File: config.mk
export PLATFORM = sky130hd
export DESIGN_NAME = sdram_bus_bridge_flat
export DESIGN_NICKNAME = d
export VERILOG_FILES = /design/src/rtl/sdram_bus_bridge_if.sv /design/src/rtl/sdram_bus_bridge.sv /design/src/flat_wrapper.sv
export SDC_FILE = /design/constraint.sdc
export NUM_CORES = 1
export LEC_CHECK = 0
export ABC_AREA = 1
export ABC_CLOCK_PERIOD_IN_PS = 1850
export BUFFER_PORTS_ARGS = -buffer_cell sky130_fd_sc_hd__buf_4
export CORE_MARGIN = 2
export CORE_UTILIZATION = 35
export DETAILED_ROUTE_END_ITERATION = 16
export PLACE_DENSITY = 0.68
export SLEW_MARGIN = 20
export SYNTH_ARGS = -nofsm -noshare
export SYNTH_HDL_FRONTEND = slang
export SYNTH_SLANG_ARGS = --single-unit
File: constraint.sdc
create_clock -name clk_sys -period 1.85 [get_ports clk_sys]
set_input_delay 0.2775 -clock clk_sys [delete_from_list [all_inputs] [get_ports clk_sys]]
set_output_delay 0.2775 -clock clk_sys [all_outputs]
set_load 0.03 [all_outputs]
File: src/rtl/sdram_bus_bridge_if.sv
// sdram_bus_bridge_if: bundles the CPU word bus and the SDRAM controller
// halfword command bus seen by sdram_bus_bridge.
//   master : the environment side (CPU requester plus SDRAM controller status)
//   slave  : the bridge itself
interface sdram_bus_bridge_if #(
    parameter int unsigned ADDR_W    = 23,
    parameter int unsigned HW_ADDR_W = 22
);
    // CPU side
    logic                 sel;
    logic [ADDR_W-1:0]    addr;
    logic [31:0]          wdata;
    logic [3:0]           wstrb;
    logic                 ready;
    logic [31:0]          rdata;

    // SDRAM controller side
    logic [HW_ADDR_W-1:0] wr_addr;
    logic [HW_ADDR_W-1:0] rd_addr;
    logic [15:0]          wr_data;
    logic                 wr_enable;
    logic                 rd_enable;
    logic [15:0]          rd_data;
    logic                 rd_ready;
    logic                 busy;

    modport master (
        output sel, addr, wdata, wstrb,
        input  ready, rdata,
        input  wr_addr, rd_addr, wr_data, wr_enable, rd_enable,
        output rd_data, rd_ready, busy
    );

    modport slave (
        input  sel, addr, wdata, wstrb,
        output ready, rdata,
        output wr_addr, rd_addr, wr_data, wr_enable, rd_enable,
        input  rd_data, rd_ready, busy
    );
endinterface

File: src/rtl/sdram_bus_bridge.sv
// sdram_bus_bridge: converts 32-bit CPU word accesses into two 16-bit SDRAM
// controller commands (halfword 0 = bytes 1:0, then halfword 1 = bytes 3:2).
// Halfwords with no strobes in a write are skipped entirely.
//
// Optional feature: define SDRAM_BRIDGE_RMW_EN to turn single-byte halfword
// writes into read-merge-write sequences that preserve the unstrobed byte.
// Without it, such halfwords are written whole from wdata.
module sdram_bus_bridge #(
    parameter int unsigned ADDR_W    = 23,
    parameter int unsigned HW_ADDR_W = 22
) (
    input  logic              clk_sys,
    input  logic              reset_n,
    sdram_bus_bridge_if.slave bus
);

    localparam logic [2:0] IDLE   = 3'd0;
    localparam logic [2:0] ISSUE  = 3'd1;
    localparam logic [2:0] ACCEPT = 3'd2;
    localparam logic [2:0] WAIT   = 3'd3;
    localparam logic [2:0] RESP   = 3'd5;
`ifdef SDRAM_BRIDGE_RMW_EN
    localparam logic [2:0] MERGE  = 3'd4;
`endif

    logic [2:0]           state;
    logic                 hw;
    logic [ADDR_W-3:0]    addr_q;
    logic [31:0]          wdata_q;
    logic [3:0]           wstrb_q;
    logic                 cur_rd;      // command in flight is a read
    logic [15:0]          hw0_data;

    logic                 ready_q;
    logic [31:0]          rdata_q;
    logic                 wr_en_q;
    logic                 rd_en_q;
    logic [HW_ADDR_W-1:0] wr_addr_q;
    logic [HW_ADDR_W-1:0] rd_addr_q;
    logic [15:0]          wr_data_q;

`ifdef SDRAM_BRIDGE_RMW_EN
    logic [15:0]          rmw_q;       // halfword read back for merging
    logic [15:0]          merge_q;     // merged halfword to be written
    logic                 merged;      // current halfword already read+merged
`endif

    logic [1:0]           cur_strb;
    logic [15:0]          cur_wdata;
    logic                 is_read;
    logic                 skip_hw;
    logic                 need_rd;
    logic [15:0]          wr_half;
    logic [HW_ADDR_W-1:0] hw_addr;
    logic                 hw_done;

    // Word address lsbs are ignored: accesses are always word aligned.
    logic unused_addr_lsb;
    assign unused_addr_lsb = ^bus.addr[1:0];

    // Decode what the current halfword needs from the latched request.
    always_comb begin
        cur_strb  = hw ? wstrb_q[3:2] : wstrb_q[1:0];
        cur_wdata = hw ? wdata_q[31:16] : wdata_q[15:0];
        is_read   = (wstrb_q == 4'b0000);
        skip_hw   = !is_read && (cur_strb == 2'b00);
        hw_addr   = HW_ADDR_W'({addr_q, hw});
`ifdef SDRAM_BRIDGE_RMW_EN
        need_rd   = is_read || ((^cur_strb) && !merged);
        wr_half   = merged ? merge_q : cur_wdata;
`else
        need_rd   = is_read;
        wr_half   = cur_wdata;
`endif
    end

    // Flag the cycle in which the current halfword is finished.
    always_comb begin
        hw_done = 1'b0;
        case (state)
            ISSUE:   hw_done = skip_hw;
            WAIT:    hw_done = cur_rd ? (bus.rd_ready && is_read) : !bus.busy;
            default: hw_done = 1'b0;
        endcase
    end

    // Main sequencer: latch request, issue per-halfword commands, respond.
    always_ff @(posedge clk_sys or negedge reset_n) begin
        if (!reset_n) begin
            state     <= IDLE;
            hw        <= 1'b0;
            addr_q    <= '0;
            wdata_q   <= '0;
            wstrb_q   <= '0;
            cur_rd    <= 1'b0;
            hw0_data  <= '0;
            ready_q   <= 1'b0;
            rdata_q   <= '0;
            wr_en_q   <= 1'b0;
            rd_en_q   <= 1'b0;
            wr_addr_q <= '0;
            rd_addr_q <= '0;
            wr_data_q <= '0;
`ifdef SDRAM_BRIDGE_RMW_EN
            rmw_q     <= '0;
            merge_q   <= '0;
            merged    <= 1'b0;
`endif
        end else begin
            // Command enables and ready are single-cycle pulses.
            wr_en_q <= 1'b0;
            rd_en_q <= 1'b0;
            ready_q <= 1'b0;

            case (state)
                IDLE: begin
                    if (bus.sel) begin
                        addr_q  <= bus.addr[ADDR_W-1:2];
                        wdata_q <= bus.wdata;
                        wstrb_q <= bus.wstrb;
                        hw      <= 1'b0;
`ifdef SDRAM_BRIDGE_RMW_EN
                        merged  <= 1'b0;
`endif
                        state   <= ISSUE;
                    end
                end

                ISSUE: begin
                    if (!skip_hw && !bus.busy) begin
                        if (need_rd) begin
                            rd_en_q   <= 1'b1;
                            rd_addr_q <= hw_addr;
                        end else begin
                            wr_en_q   <= 1'b1;
                            wr_addr_q <= hw_addr;
                            wr_data_q <= wr_half;
                        end
                        cur_rd <= need_rd;
                        state  <= ACCEPT;
                    end
                end

                // Controller acknowledges a command by raising busy.
                ACCEPT: begin
                    if (bus.busy) begin
                        state <= WAIT;
                    end
                end

                WAIT: begin
                    if (cur_rd && bus.rd_ready) begin
                        if (is_read) begin
                            if (!hw) begin
                                hw0_data <= bus.rd_data;
                            end else begin
                                rdata_q <= {bus.rd_data, hw0_data};
                            end
                        end
`ifdef SDRAM_BRIDGE_RMW_EN
                        else begin
                            rmw_q <= bus.rd_data;
                            state <= MERGE;
                        end
`endif
                    end
                end

`ifdef SDRAM_BRIDGE_RMW_EN
                // Replace only the strobed byte, keep the other from memory.
                MERGE: begin
                    merge_q <= cur_strb[0] ? {rmw_q[15:8], cur_wdata[7:0]}
                                           : {cur_wdata[15:8], rmw_q[7:0]};
                    merged  <= 1'b1;
                    state   <= ISSUE;
                end
`endif

                // sel is deliberately ignored here; a new access starts in IDLE.
                RESP: begin
                    rdata_q <= '0;
                    state   <= IDLE;
                end

                default: state <= IDLE;
            endcase

            // Halfword completion overrides the per-state next state above.
            if (hw_done) begin
                if (!hw) begin
                    hw    <= 1'b1;
`ifdef SDRAM_BRIDGE_RMW_EN
                    merged <= 1'b0;
`endif
                    state <= ISSUE;
                end else begin
                    ready_q <= 1'b1;
                    state   <= RESP;
                end
            end
        end
    end

    assign bus.ready     = ready_q;
    assign bus.rdata     = rdata_q;
    assign bus.wr_enable = wr_en_q;
    assign bus.rd_enable = rd_en_q;
    assign bus.wr_addr   = wr_addr_q;
    assign bus.rd_addr   = rd_addr_q;
    assign bus.wr_data   = wr_data_q;

endmodule

File: src/flat_wrapper.sv
// flat-port wrapper written by rule: the top's interface ports become plain ports
module sdram_bus_bridge_flat 
#(
    parameter int unsigned ADDR_W    = 23,
    parameter int unsigned HW_ADDR_W = 22
)
  (clk_sys, reset_n, bus_sel, bus_addr, bus_wdata, bus_wstrb, bus_ready, bus_rdata, bus_wr_addr, bus_rd_addr, bus_wr_data, bus_wr_enable, bus_rd_enable, bus_rd_data, bus_rd_ready, bus_busy);
  sdram_bus_bridge_if #(.ADDR_W(ADDR_W), .HW_ADDR_W(HW_ADDR_W)) bus_i ();
  input  logic clk_sys;
  input  logic reset_n;
  input wire logic [$bits(bus_i.sel)-1:0] bus_sel;
  input wire logic [$bits(bus_i.addr)-1:0] bus_addr;
  input wire logic [$bits(bus_i.wdata)-1:0] bus_wdata;
  input wire logic [$bits(bus_i.wstrb)-1:0] bus_wstrb;
  output wire logic [$bits(bus_i.ready)-1:0] bus_ready;
  output wire logic [$bits(bus_i.rdata)-1:0] bus_rdata;
  output wire logic [$bits(bus_i.wr_addr)-1:0] bus_wr_addr;
  output wire logic [$bits(bus_i.rd_addr)-1:0] bus_rd_addr;
  output wire logic [$bits(bus_i.wr_data)-1:0] bus_wr_data;
  output wire logic [$bits(bus_i.wr_enable)-1:0] bus_wr_enable;
  output wire logic [$bits(bus_i.rd_enable)-1:0] bus_rd_enable;
  input wire logic [$bits(bus_i.rd_data)-1:0] bus_rd_data;
  input wire logic [$bits(bus_i.rd_ready)-1:0] bus_rd_ready;
  input wire logic [$bits(bus_i.busy)-1:0] bus_busy;
  assign bus_i.sel = bus_sel;
  assign bus_i.addr = bus_addr;
  assign bus_i.wdata = bus_wdata;
  assign bus_i.wstrb = bus_wstrb;
  assign bus_ready = bus_i.ready;
  assign bus_rdata = bus_i.rdata;
  assign bus_wr_addr = bus_i.wr_addr;
  assign bus_rd_addr = bus_i.rd_addr;
  assign bus_wr_data = bus_i.wr_data;
  assign bus_wr_enable = bus_i.wr_enable;
  assign bus_rd_enable = bus_i.rd_enable;
  assign bus_i.rd_data = bus_rd_data;
  assign bus_i.rd_ready = bus_rd_ready;
  assign bus_i.busy = bus_busy;
  sdram_bus_bridge #(.ADDR_W(ADDR_W), .HW_ADDR_W(HW_ADDR_W)) u_core (.clk_sys(clk_sys), .reset_n(reset_n), .bus(bus_i));
endmodule
# Word level (Yosys, flattened, before mapping)
# Index checks and enable logic that the tools add are counted.
word_totals:
  register_bits: 173
  input_bits: 80
  output_inout_bits: 95
op_classes:
  eq_ne: 11
  n_mux: 26
  n_bitwise: 2
  reduce_logical: 18
op_table:
  columns: ["operator", "n"]
  rows:
  - ["32-bit 2-to-1 mux", 3]
  - ["32-bit one-hot mux with 2 select lines", 1]
  - ["16-bit 2-to-1 mux", 1]
  - ["3-bit 2-to-1 mux", 5]
  - ["1-bit 2-to-1 mux", 13]
  - ["3-bit one-hot mux with 4 select lines", 1]
  - ["4-bit AND reduction", 3]
  - ["2-bit by 1-bit inequality test with 1-bit output (second input constant)", 4]
  - ["3-bit by 2-bit equality test with 1-bit output (second input constant)", 2]
  - ["3-bit by 2-bit inequality test with 1-bit output (second input constant)", 2]
  - ["3-bit AND reduction", 2]
  - ["1-bit logical AND", 4]
  - ["4-bit zero test", 1]
  - ["2-bit AND reduction", 2]
  - ["3-bit by 1-bit equality test with 1-bit output (second input constant)", 1]
  - ["3-bit equality test (second input constant)", 1]
  - ["1-bit zero test", 3]
  - ["3-bit zero test", 1]
  - ["3-bit by 1-bit inequality test with 1-bit output (second input constant)", 1]
  - ["2-bit zero test", 1]
  - ["2-bit 2-to-1 mux", 1]
  - ["1-bit inverter", 2]
  - ["1-bit one-hot mux with 2 select lines", 1]
  - ["2-bit nonzero test", 1]

# Longest topological paths before layout
# Gate-level depths: netlist (run 1).
depth:
  word_depth: 8
  ltp_mapped: 11
  mapped_depth_nobuf: 9

# Worst setup path after synthesis (run 1)
# OpenSTA, ideal clock, no wires.
synth_path:
  kind: "reg2reg"
  from: "reg u_core.wstrb_q[3]"
  to: "reg u_core.rdata_q[0] (netlist: u_core.bus.rdata[0])"
  setup_time_ns: 0.132
  t_arrival_ns: 1.339
  slack_ns: 0.379
  stages_incl_launch_ff: 8
  n_path_buf: 1
  path_cell_list: "dfrtp_1 > nor2_1 > nand2_2 > nor2_1 > nand2_1 > o21ai_2 > clkbuf_1 > o21ai_0"
synth_via:
  elab_chain_cells: 3
synth_lines:
  columns: ["item", "line_no", "text"]
  rows:
  - ["start, declared", "sdram_bus_bridge.sv:30", "logic [3:0] wstrb_q;"]
  - ["start signal, assigned", "sdram_bus_bridge.sv:120", "wstrb_q <= bus.wstrb;"]
  - ["4-bit zero test", "sdram_bus_bridge.sv:65", "is_read = (wstrb_q == 4'b0000);"]
  - ["2-bit by 1-bit inequality test with 1-bit output (no source line)", null, null]
  - ["4-bit AND reduction (no source line)", null, null]
  - ["end signal, assigned", "sdram_bus_bridge.sv:157", "rdata_q <= {bus.rd_data, hw0_data};"]
  - ["end, declared", "sdram_bus_bridge.sv:35", "logic [31:0] rdata_q;"]
# Every way passes these cells.
# A chain may end at the register's enable or synchronous reset.

# Worst setup path after layout (run 1)
layout_path:
  from: "reg u_core.state[1]"
  to: "reg u_core.wr_addr_q[2] (netlist: u_core.bus.wr_addr[2])"
layout_via:
  elab_chain_cells: 2
layout_lines:
  columns: ["item", "line_no", "text"]
  rows:
  - ["start, declared", "sdram_bus_bridge.sv:26", "logic [2:0] state;"]
  - ["start signal, assigned", "sdram_bus_bridge.sv:90", "state <= IDLE;"]
  - ["start signal, assigned", "sdram_bus_bridge.sv:125", "state <= ISSUE;"]
  - ["start signal, assigned", "sdram_bus_bridge.sv:140", "state <= ACCEPT;"]
  - ["3-bit by 1-bit equality test with 1-bit output", "sdram_bus_bridge.sv:115", "case (state)"]
  - ["3-bit AND reduction (no source line)", null, null]
  - ["end signal, assigned", "sdram_bus_bridge.sv:136", "wr_addr_q <= hw_addr;"]
  - ["end, declared", "sdram_bus_bridge.sv:38", "logic [HW_ADDR_W-1:0] wr_addr_q;"]
# Every way passes these cells.

==> run_results.csv, run 1 <==
group,metric,value,unit
timing,hold_viol,0,
cts,cts_tree,"done",
outcome,status,"finished clean",
synthesis,synth-warning-count,0,
global_route,antenna_found_initial,0,
cells_and_area,final_cell_mix,"buf_4, dfrtp_1, nand2_1",
power_and_ir_drop,p_clk_frac,0.253,
worst_setup_path,reg2reg_slack,190,ps
cts,clk_pin_slew,70,ps
worst_setup_path,endpoint_kind,"flip-flop",
worst_setup_path,r2r_start,"u_core.state[1]$_DFFE_PN0P_",
floorplanning,die_area,20500,µm²
synthesis,ys_ff_latch,173,
power_and_ir_drop,total_power,14.2,mW
routing,wirelength,14800,µm
timing,fin_crit,1660,ps
global_route,grtUsageTotal,0.152,
timing,skew,12.5,ps
floorplanning,fp.coreArea,18800,µm²
global_route,grt_max_degree,78,
min_path,worstHoldStart,"bus_rd_data[12]",
global_route,grt_remaining_overflow,0,
timing,fmax,603,MHz
global_route,grt_pass1_wl,24700,µm
floorplanning,fp.dieW,143,µm
synthesis,syn_area_per_cell,10.5,µm²
timing,min_period_over_period,0.897,
timing,max_slew_margin,0.745,
floorplanning,die_h,143,µm
power_and_ir_drop,p_int,9.11,mW
routing,antenna_left,0,
timing,slew_viol_final,0,
cts,post_cts_resized,0,
timing,worstMarginPinSlew,382,ps
flow_run,cap_viol_max_count,0,
cts,cts_made_buffers,17,
cts,cts_root_buffer,"clkbuf_16",
cts,ctsHoldBuffers,1,
cts,htree_levels,4,
worst_setup_path,cp-start-kind,"flip-flop",
global_route,grt_pass1_vias,4964,
timing,rsz0062_at_grt,"false",
worst_setup_path,crit_start,"u_core.state[1]$_DFFE_PN0P_",
timing,final.setup.tns,0,ps
cts,clockBufferDepth,2,
power_and_ir_drop,comb_power_share,0.350,
routing,dr.pass1.iters,6,
timing,final.setup.worst_slack,191,ps
synthesis,synth_nets,726,
cts,clkLatencyLatePin,420,ps
routing,drtIter0Drc,145,
placement,gp_congestion,0.788,
synthesis,seq_area_frac_synth,0.639,
floorplanning,ioPinCount,175,
timing,hold-worst-slack,57.1,ps
min_path,min_path_type,"input port to flip-flop",
routing,wl_per_cell,13.5,µm
floorplanning,start_util,0.360,
synthesis,ys_types,21,
worst_setup_path,crit_arrival,1940,ps
power_and_ir_drop,seq_power_share,0.397,
floorplanning,core.rowCount,50,
synthesis,synth_cells,646,
routing,route.detailed.drc,0,
worst_setup_path,critical_path_class,"flip-flop to flip-flop",
power_and_ir_drop,max-vdd-ir-drop,0.671,mV
power_and_ir_drop,leakage,4.61,nW
placement,place_ws,232,ps
cts,cts_setup_buffers,0,
worst_setup_path,crit_fanout,77,
cells_and_area,final_common_cell,"buf_4",
power_and_ir_drop,switching_share,0.359,
synthesis,synth_area,6770,µm²
cells_and_area,diodes,0,
worst_setup_path,worstPathRequired,2130,ps
placement,port_buffers,172,
cells_and_area,drive_gt1_frac,0.319,
power_and_ir_drop,p_switching,5.11,mW
cells_and_area,area_delta_synth_final,33.5,%
timing,finalSetupViolations,0,
placement,hpwl,10100,µm
cts,cts.sinks,173,
routing,vias,4806,
cells_and_area,final_util,0.480,
routing,drt-vias-per-instance,4.38,
power_and_ir_drop,p_per_area,1570,nW/µm²
cells_and_area,nets,904,
-- state kept, by name, summed over array words and instances (netlist names) --
| register | flops |
|---|---|
| u_core.bus.ready | 1 |
| u_core.hw | 1 |
| u_core.state | 3 |
| u_core.wdata_q | 32 |
| u_core.bus.wr_data | 16 |
| u_core.bus.wr_enable | 1 |
| u_core.wstrb_q | 4 |
| u_core.bus.rd_addr | 22 |
| u_core.bus.rd_enable | 1 |
| u_core.cur_rd | 1 |
| u_core.addr_q | 21 |
| u_core.hw0_data | 16 |
| u_core.bus.rdata | 32 |
| u_core.bus.wr_addr | 22 |
-- Yosys cell counts --
library cell,instances,area (µm²)
nand3_2,2,20.0
o21ai_0,37,185
nor3_4,3,48.8
nand2_2,3,18.8
buf_6,8,90.1
inv_2,2,7.51
o21ai_1,58,290
nor2_4,1,11.3
nand3_1,7,35.0
mux2i_1,16,160
nand2_1,152,571
nor2_1,33,124
o21ai_2,2,17.5
clkbuf_2,1,5.00
a21oi_1,24,120
mux2_2,34,383
inv_1,69,259
buf_4,1,7.51
clkbuf_1,7,26.3
dfrtp_1,173,4330
buf_2,13,65.1
-- logic make-up after synthesis --
kind of cell | share of synthesized area
AOI/OAI and AO/OA | 0.0905
buffers and inverters | 0.0680
DFF | 0.639
muxes | 0.0802
and+or+nand+nor | 0.122
-- through the flow --
stage                     cells  area [µm²]
after detailed placement   1064        8440
after CTS                  1097        9040
after floorplan             646        6770
final                      1097        9040
after global routing       1097        9040
after global placement     1064        8440
-- layout make-up --
class | count | area [µm²]
fillers | 1767 | 9790
flip-flops and latches | 173 | 4330
multi-input cells | 372 | 1990
repair buffers | 189 | 1540
clock buffers | 18 | 439
well taps | 260 | 325
inverters | 71 | 267
clock inverters | 14 | 155
-- path summary, 6_finish.rpt --
| path | to | cells past startpoint |
|---|---|---|
| max | u_core.bus.wr_addr[2]$_DFFE_PN0P_ | 7 |
| min | u_core.hw0_data[12]$_DFFE_PN0P_ | 3 |
| max reg2reg | u_core.bus.wr_addr[2]$_DFFE_PN0P_ | 7 |
| min reg2reg | u_core.hw0_data[0]$_DFFE_PN0P_ | 2 |
| max in group asynchronous | u_core.addr_q[5]$_DFFE_PN0P_ | 3 |
| min in group asynchronous | u_core.bus.rdata[9]$_DFFE_PN0P_ | 2 |
-- critical path, stage by stage, from the launching register on --
cell and delay (ps):
dfrtp_1 390, inv_1 230, nand3_1 230, nor2_4 180, nand2_2 70, buf_12 190
nand2_1 100, o21ai_0 80
-- power by group through the flow --
stage | clock network [mW] | registers [mW] | logic [mW]
2_1_floorplan | 0 | 6.73 | 2.27
3_3_place_gp | 0 | 5.67 | 4.95
3_5_place_dp | 0 | 5.71 | 5.07
4_1_cts | 3.71 | 5.65 | 5.07
5_1_grt | 3.87 | 5.79 | 5.48
6_report | 3.59 | 5.65 | 4.98
-- metal layers --
metal / global-route usage / up-vias / share of wire
met5: 0 / - / 0
met4: 0.0495 / 0 / 0.013
met3: 0.0557 / 11 / 0.074
met2: 0.242 / 120 / 0.47
met1: 0.194 / 2257 / 0.44
li1: - / 2418 / -
No activity file was read; power rests on OpenSTA's default activity.
==> run 2, diff against run 1 <==
--- a/config.mk
+++ b/config.mk
@@ -5,13 +5,13 @@
 export SDC_FILE = /design/constraint.sdc
 export NUM_CORES = 1
 export LEC_CHECK = 0
-export ABC_AREA = 1
 export ABC_CLOCK_PERIOD_IN_PS = 1850
 export BUFFER_PORTS_ARGS = -buffer_cell sky130_fd_sc_hd__buf_4
 export CORE_MARGIN = 2
 export CORE_UTILIZATION = 35
+export CTS_BUF_LIST = sky130_fd_sc_hd__clkbuf_4
 export DETAILED_ROUTE_END_ITERATION = 16
-export PLACE_DENSITY = 0.68
+export PLACE_DENSITY = 0.66
 export SLEW_MARGIN = 20
 export SYNTH_ARGS = -nofsm -noshare
 export SYNTH_HDL_FRONTEND = slang
==> run_results.csv, run 2 <==
group,metric,value,unit
timing,slew_viol_final,0,
synthesis,ys.flop_type,"dfrtp_1",
power_and_ir_drop,p_per_area,1520,nW/µm²
routing,wl_per_cell,17.5,µm
cts,clockBufferDepth,2,
synthesis,yosysMostFrequentCell,"dfrtp_1",
cells_and_area,drive_gt1_frac,0.603,
timing,fin_crit,2050,ps
power_and_ir_drop,seq_power_share,0.392,
synthesis,synth.area.top_cells,"dfrtp_1, mux2_2, nand2_1",
outcome,violations,"setup timing",
cells_and_area,area_delta_synth_final,54.4,%
timing,worstMarginPinSlew,470,ps
routing,vias,4919,
power_and_ir_drop,p_int,10.0,mW
power_and_ir_drop,p_switching,6.11,mW
timing,hold-worst-slack,142,ps
floorplanning,die_h,144,µm
routing,route.detailed.drc,0,
timing,rsz0062_at_grt,"true",
floorplanning,die_area,20700,µm²
outcome,status,"complete, but fails checks",
cells_and_area,final_cell_mix,"buf_4, dfrtp_1, mux2_2",
timing,finalSetupViolations,101,
cts,cts_root_buffer,"clkbuf_4",
routing,drt-vias-per-instance,4.73,
power_and_ir_drop,leakage,5.08,nW
worst_setup_path,crit_arrival,2480,ps
worst_setup_path,worstPathRequired,2280,ps
placement,gp_congestion,0.791,
synthesis,seq_area_frac_synth,0.631,
cts,cts.sinks,173,
cts,clkLatencyLatePin,540,ps
floorplanning,fp.dieW,144,µm
min_path,min_path_type,"input port to flip-flop",
cells_and_area,nets,843,
synthesis,synth-warning-count,0,
synthesis,yosysTopAreaCell,"dfrtp_1",
routing,antenna_left,0,
routing,dr.pass1.iters,6,
timing,skew,29.8,ps
cts,htree_levels,4,
power_and_ir_drop,p_clk_frac,0.144,
synthesis,synth_nets,557,
synthesis,synth_top_area_share,0.631,
synthesis,synth_edf_count,0,
routing,drtIter0Drc,133,
cts,cts_made_buffers,17,
global_route,antenna_found_initial,0,
cells_and_area,diodes,0,
worst_setup_path,cp-start-kind,"flip-flop",
floorplanning,ioPinCount,175,
routing,wirelength,18200,µm
worst_setup_path,critical_path_class,"flip-flop to flip-flop",
synthesis,syn_area_per_cell,14.4,µm²
cts,clk_pin_slew,140,ps
timing,final.setup.worst_slack,-202,ps
floorplanning,core.rowCount,51,
timing,fmax,487,MHz
synthesis,synth_cells,477,
placement,hpwl,10700,µm
synthesis,ys_ff_latch,173,
timing,final.setup.tns,-10930,ps
cells_and_area,final_common_cell,"buf_4",
worst_setup_path,crit_fanout,8,
power_and_ir_drop,comb_power_share,0.464,
floorplanning,fp.coreArea,19300,µm²
worst_setup_path,endpoint_kind,"flip-flop",
placement,port_buffers,172,
synthesis,ys_types,30,
cells_and_area,final_area,10600,µm²
synthesis,synth_common_cells,"dfrtp_1, mux2_2, nand2_1, o21ai_0",
cells_and_area,fillers,1568,
placement,dpl-instance-area,8780,µm²
global_route,grt_pass1_wl,27100,µm
flow_run,cap_viol_max_count,0,
power_and_ir_drop,switching_share,0.378,
global_route,grt_remaining_overflow,0,
timing,hold_viol,0,
timing,min_period_over_period,1.11,
floorplanning,start_util,0.355,
synthesis,synth_area,6860,µm²
synthesis,async_flop_share,1.00,
power_and_ir_drop,max-vdd-ir-drop,0.673,mV
global_route,grt_pass1_vias,5261,
global_route,grtUsageTotal,0.171,
timing,max_slew_margin,0.687,
cts,cts_tree,"done",
global_route,grt_max_degree,49,
==> run 2: cell types whose count changed in the layout (fill, tap and decap cells not counted), sizes merged, moves of 27 or more <==
cell         change
mux2           +116
dlygate4sd3     +73
inv             -68
nand2           -90
buf             +27
nor2            -31
o21ai           -64
==> run 2: timing repair <==
action	in CTS	in global routing
endpoints found under the setup margin	89	112
gates cloned	8	5
gates resized for setup	9	125
buffers inserted	6	6
hold endpoints to repair	197	0
hold buffers	74	0
pin swaps	1	37
==> run 2: kinds of logic (layout without fill, tap and decap cells) <==
logic type             after synthesis  after routing  synth area share
AOI/OAI and AO/OA                   41             41            0.0330
buffers and inverters               29            328            0.0226
DFF                                173            173             0.631
muxes                              150            150             0.252
and+or+nand+nor                     84             84            0.0620
==> run 2: cell type report <==
cell class                      instances  area (µm²)  area share
Timing Repair Buffer                  294        2840       0.268
Clock buffer                           18         135      0.0128
Inverter                                2        7.51    0.000709
Clock inverter                         14         176      0.0167
Tap cell                              265         332      0.0313
Sequential cell                       173        4330       0.409
Multi-Input combinational cell        275        2770       0.262
==> run 2: path summary, 6_finish.rpt <==
| check | endpoint | cells after the start | slack (ps) | from |
|---|---|---|---|---|
| worst max-delay path | u_core.hw0_data[3]$_DFFE_PN0P_ | 5 | -200 | u_core.wstrb_q[2]$_DFFE_PN0P_ |
| worst min-delay path | u_core.state[0]$_DFFE_PN0P_ | 3 | 140 | bus_busy |
| worst max register to register | u_core.hw0_data[3]$_DFFE_PN0P_ | 5 | -200 | u_core.wstrb_q[2]$_DFFE_PN0P_ |
| worst min register to register | u_core.bus.rdata[4]$_DFFE_PN0P_ | 2 | 510 | u_core.hw0_data[4]$_DFFE_PN0P_ |
| max in group asynchronous | u_core.wdata_q[19]$_DFFE_PN0P_ | 3 | 970 | reset_n |
| min in group asynchronous | u_core.bus.rdata[9]$_DFFE_PN0P_ | 2 | 230 | reset_n |
==> run 2: power by group through the flow <==
stage | combinational, mW | sequential, mW | clock, mW
after floorplan | 2.67 | 7.88 | 0
after CTS | 7.23 | 6.29 | 2.42
final | 7.49 | 6.33 | 2.32
after global routing | 7.93 | 6.53 | 2.60
after global placement | 6.72 | 6.25 | 0
after detailed placement | 6.93 | 6.38 | 0
==> run 2: metal layers <==
layer / vias to the layer above / global-route usage / routed length [µm]
met1: 2507 / 0.210 / 7750
met3: 14 / 0.0454 / 900
met5: - / 0 / 0
met4: 0 / 0.0480 / 210
met2: 151 / 0.296 / 9360
li1: 2247 / - / -
==> run 2: worst max-delay path: stages (launching register included) <==
cell,delay [ps]
dfrtp_1,400
or4_4,540
or3_4,380
nor2_8,160
buf_12,150
mux2_2,330
==> run 2: through the flow <==
| stage | std cells | setup WS [ps] | power, mW | utilization |
|---|---|---|---|---|
| 2_1_floorplan | 477 | -214 | 10.6 | - |
| 3_3_place_gp | 914 | -183 | 13.0 | 0.454 |
| 3_5_place_dp | 914 | -209 | 13.3 | 0.454 |
| 4_1_cts | 1034 | -202 | 15.9 | 0.525 |
| 5_1_grt | 1041 | -262 | 17.1 | 0.548 |
| 6_report | 1041 | -202 | 16.1 | 0.548 |
==> run 3, diff against run 2 <==
==> constraint.sdc (replaced) <==
create_clock -name clk_sys -period 1.85 [get_ports clk_sys]
set_input_delay 0.37 -clock clk_sys [delete_from_list [all_inputs] [get_ports clk_sys]]
set_output_delay 0.37 -clock clk_sys [all_outputs]
set_load 0.03 [all_outputs]
==> run_results.csv, run 3 (synthesis results as in run 2) <==
group,metric,value,unit
placement,gp_congestion,0.776,
timing,hold_viol,0,
routing,wl_met3,988,µm
routing,drt-vias-per-instance,4.69,
floorplanning,core.rowCount,51,
worst_setup_path,crit_fanout,8,
floorplanning,fp.dieW,144,µm
cells_and_area,multi_input_area,2490,µm²
placement,port_buffers,172,
global_route,grt_max_degree,47,
timing,min_period_over_period,1.12,
global_route,grt_remaining_overflow,0,
routing,wl_per_cell,16.8,µm
cts,cts_root_buffer,"clkbuf_4",
cts,cts_tree,"done",
timing,slew_viol_final,0,
cells_and_area,final_common_cell,"buf_4",
cells_and_area,drive_gt1_frac,0.534,
cts,clk_pin_slew,160,ps
timing,skew,24.0,ps
routing,drtIter0Drc,176,
worst_setup_path,endpoint_kind,"flip-flop",
floorplanning,fp.coreArea,19300,µm²
worst_setup_path,reg2reg_slack,-230,ps
routing,wl_met2,8770,µm
worst_setup_path,slowest_stage,"or4_4",
floorplanning,die_h,144,µm
timing,max_slew_margin,0.695,
worst_setup_path,r2r_start,"u_core.wstrb_q[0]$_DFFE_PN0P_",
global_route,grt_pass1_wl,25700,µm
cts,cts.sinks,173,
power_and_ir_drop,max-vdd-ir-drop,0.675,mV
timing,worstMarginPinSlew,457,ps
worst_setup_path,crit_end,"u_core.hw0_data[2]$_DFFE_PN0P_",
routing,route.detailed.drc,0,
floorplanning,die_area,20700,µm²
cells_and_area,final_util,0.522,
routing,dr.max_layer_used,"met4",
routing,wirelength,17400,µm
floorplanning,ioPinCount,175,
worst_setup_path,worstPathRequired,2280,ps
timing,final.setup.worst_slack,-228,ps
worst_setup_path,critical_path_class,"flip-flop to flip-flop",
worst_setup_path,crit_arrival,2510,ps
cts,htree_levels,4,
timing,hold-worst-slack,58.3,ps
global_route,grtUsageTotal,0.160,
cells_and_area,nets,837,
power_and_ir_drop,p_per_area,1540,nW/µm²
routing,dr.pass1.iters,4,
routing,wl_met1,7490,µm
timing,fin_crit,2080,ps
timing,finalSetupViolations,92,
timing,fmax,481,MHz
cells_and_area,register_area,4330,µm²
worst_setup_path,crit_path_cell_trace,"or4_4 -> or3_4 -> nor2_8 -> buf_12 -> mux2_4",
routing,vias,4856,
worst_setup_path,reg2reg_depth,5,
cells_and_area,fillers,1638,
cts,clkLatencyLatePin,550,ps
cts,cts_made_buffers,17,
worst_setup_path,crit_start,"u_core.wstrb_q[0]$_DFFE_PN0P_",
placement,hpwl,10800,µm
worst_setup_path,cp_slowest_stage_delay,520,ps
power_and_ir_drop,leakage,4.68,nW
global_route,antenna_found_initial,1,
floorplanning,start_util,0.355,
worst_setup_path,reg2reg_to,"u_core.hw0_data[2]$_DFFE_PN0P_",
outcome,status,"complete, but fails checks",
global_route,grt_pass1_vias,4949,
cells_and_area,final_cell_mix,"buf_4, dfrtp_1, mux2_2",
cells_and_area,area_delta_synth_final,47.1,%
cts,clockBufferDepth,2,
flow_run,cap_viol_max_count,0,
min_path,min_path_type,"input port to flip-flop",
routing,antenna_left,0,
worst_setup_path,cp-start-kind,"flip-flop",
outcome,violations,"setup timing",
placement,place_ws,-218,ps
timing,rsz0062_at_grt,"true",
[run 3: cell count changes in the layout (fill, tap and decap cells not counted), moves of 4 or more]
cell           delta
nand2_2           -9
buf_12            -6
buf_4             +9
nand2_1          +27
o21ai_0          +30
o21ai_2          -28
buf_16            -4
nand2_4          -18
dlygate4sd3_1     -5
[run 3: power breakdown]
| part | internal, mW | switching, mW | leakage, nW | total (mW) |
|---|---|---|---|---|
| sequential | 5.37 | 0.911 | 2.17 | 6.28 |
| clock | 0.737 | 1.45 | 0.151 | 2.19 |
| combinational | 3.48 | 3.59 | 2.36 | 7.07 |
[run 3: layer usage]
metal,vias to the layer above,GRT usage
li1,2219,-
met1,2486,0.200
met2,140,0.270
met3,11,0.0503
met4,0,0.0423
met5,-,0
[run 3: worst min-delay path by stage]
| stage | startpoint | endpoint | slack, ps | depth (start not counted) |
|---|---|---|---|---|
| floorplan | reset_n | u_core.addr_q[0]$_DFFE_PN0P_ | 70 | 0 |
| global placement | reset_n | u_core.bus.rdata[21]$_DFFE_PN0P_ | 330 | 1 |
| detailed placement | reset_n | u_core.bus.rdata[26]$_DFFE_PN0P_ | 330 | 1 |
| CTS | bus_wdata[28] | u_core.wdata_q[28]$_DFFE_PN0P_ | 0.5 | 2 |
| global route | bus_wdata[15] | u_core.wdata_q[15]$_DFFE_PN0P_ | -2 | 2 |
| finish | bus_wdata[15] | u_core.wdata_q[15]$_DFFE_PN0P_ | 60 | 2 |
[run 3: cell type report]
type,instances,share of cell area
Clock buffer,18,0.0134
Clock inverter,14,0.0152
Sequential cell,173,0.429
Multi-Input combinational cell,275,0.247
Antenna cell,1,0.000248
Inverter,2,0.000743
Timing Repair Buffer,288,0.262
Tap cell,265,0.0328
[run 3: repair_timing]
action                                  4_1_cts  5_1_grt
setup buffers                                 1        6
resized for setup                             9        6
endpoints found under the setup margin      108      112
endpoints found under the hold margin        97       19
hold buffers                                 51       18
cloned                                        2        9
pin swaps                                     5        4
[run 3: worst max-delay path, delay by kind of cell, from the launching register on]
kind	cells	cell delay (ps)
AND/OR/NAND/NOR	3	1070
flip-flops	1	420
multiplexers	1	300
buffers and inverters	1	160
[run 3: through the flow]
step                TNS [ps]  cells  total power, mW  cell area (µm²)
global route          -13330   1036             16.5            10100
CTS                    -7320   1003             15.6             9680
finish                 -7910   1036             15.5            10100
global placement       -5630    917             13.0             8790
floorplan              -3750    477             10.6             6950
detailed placement     -7930    917             13.3             8790
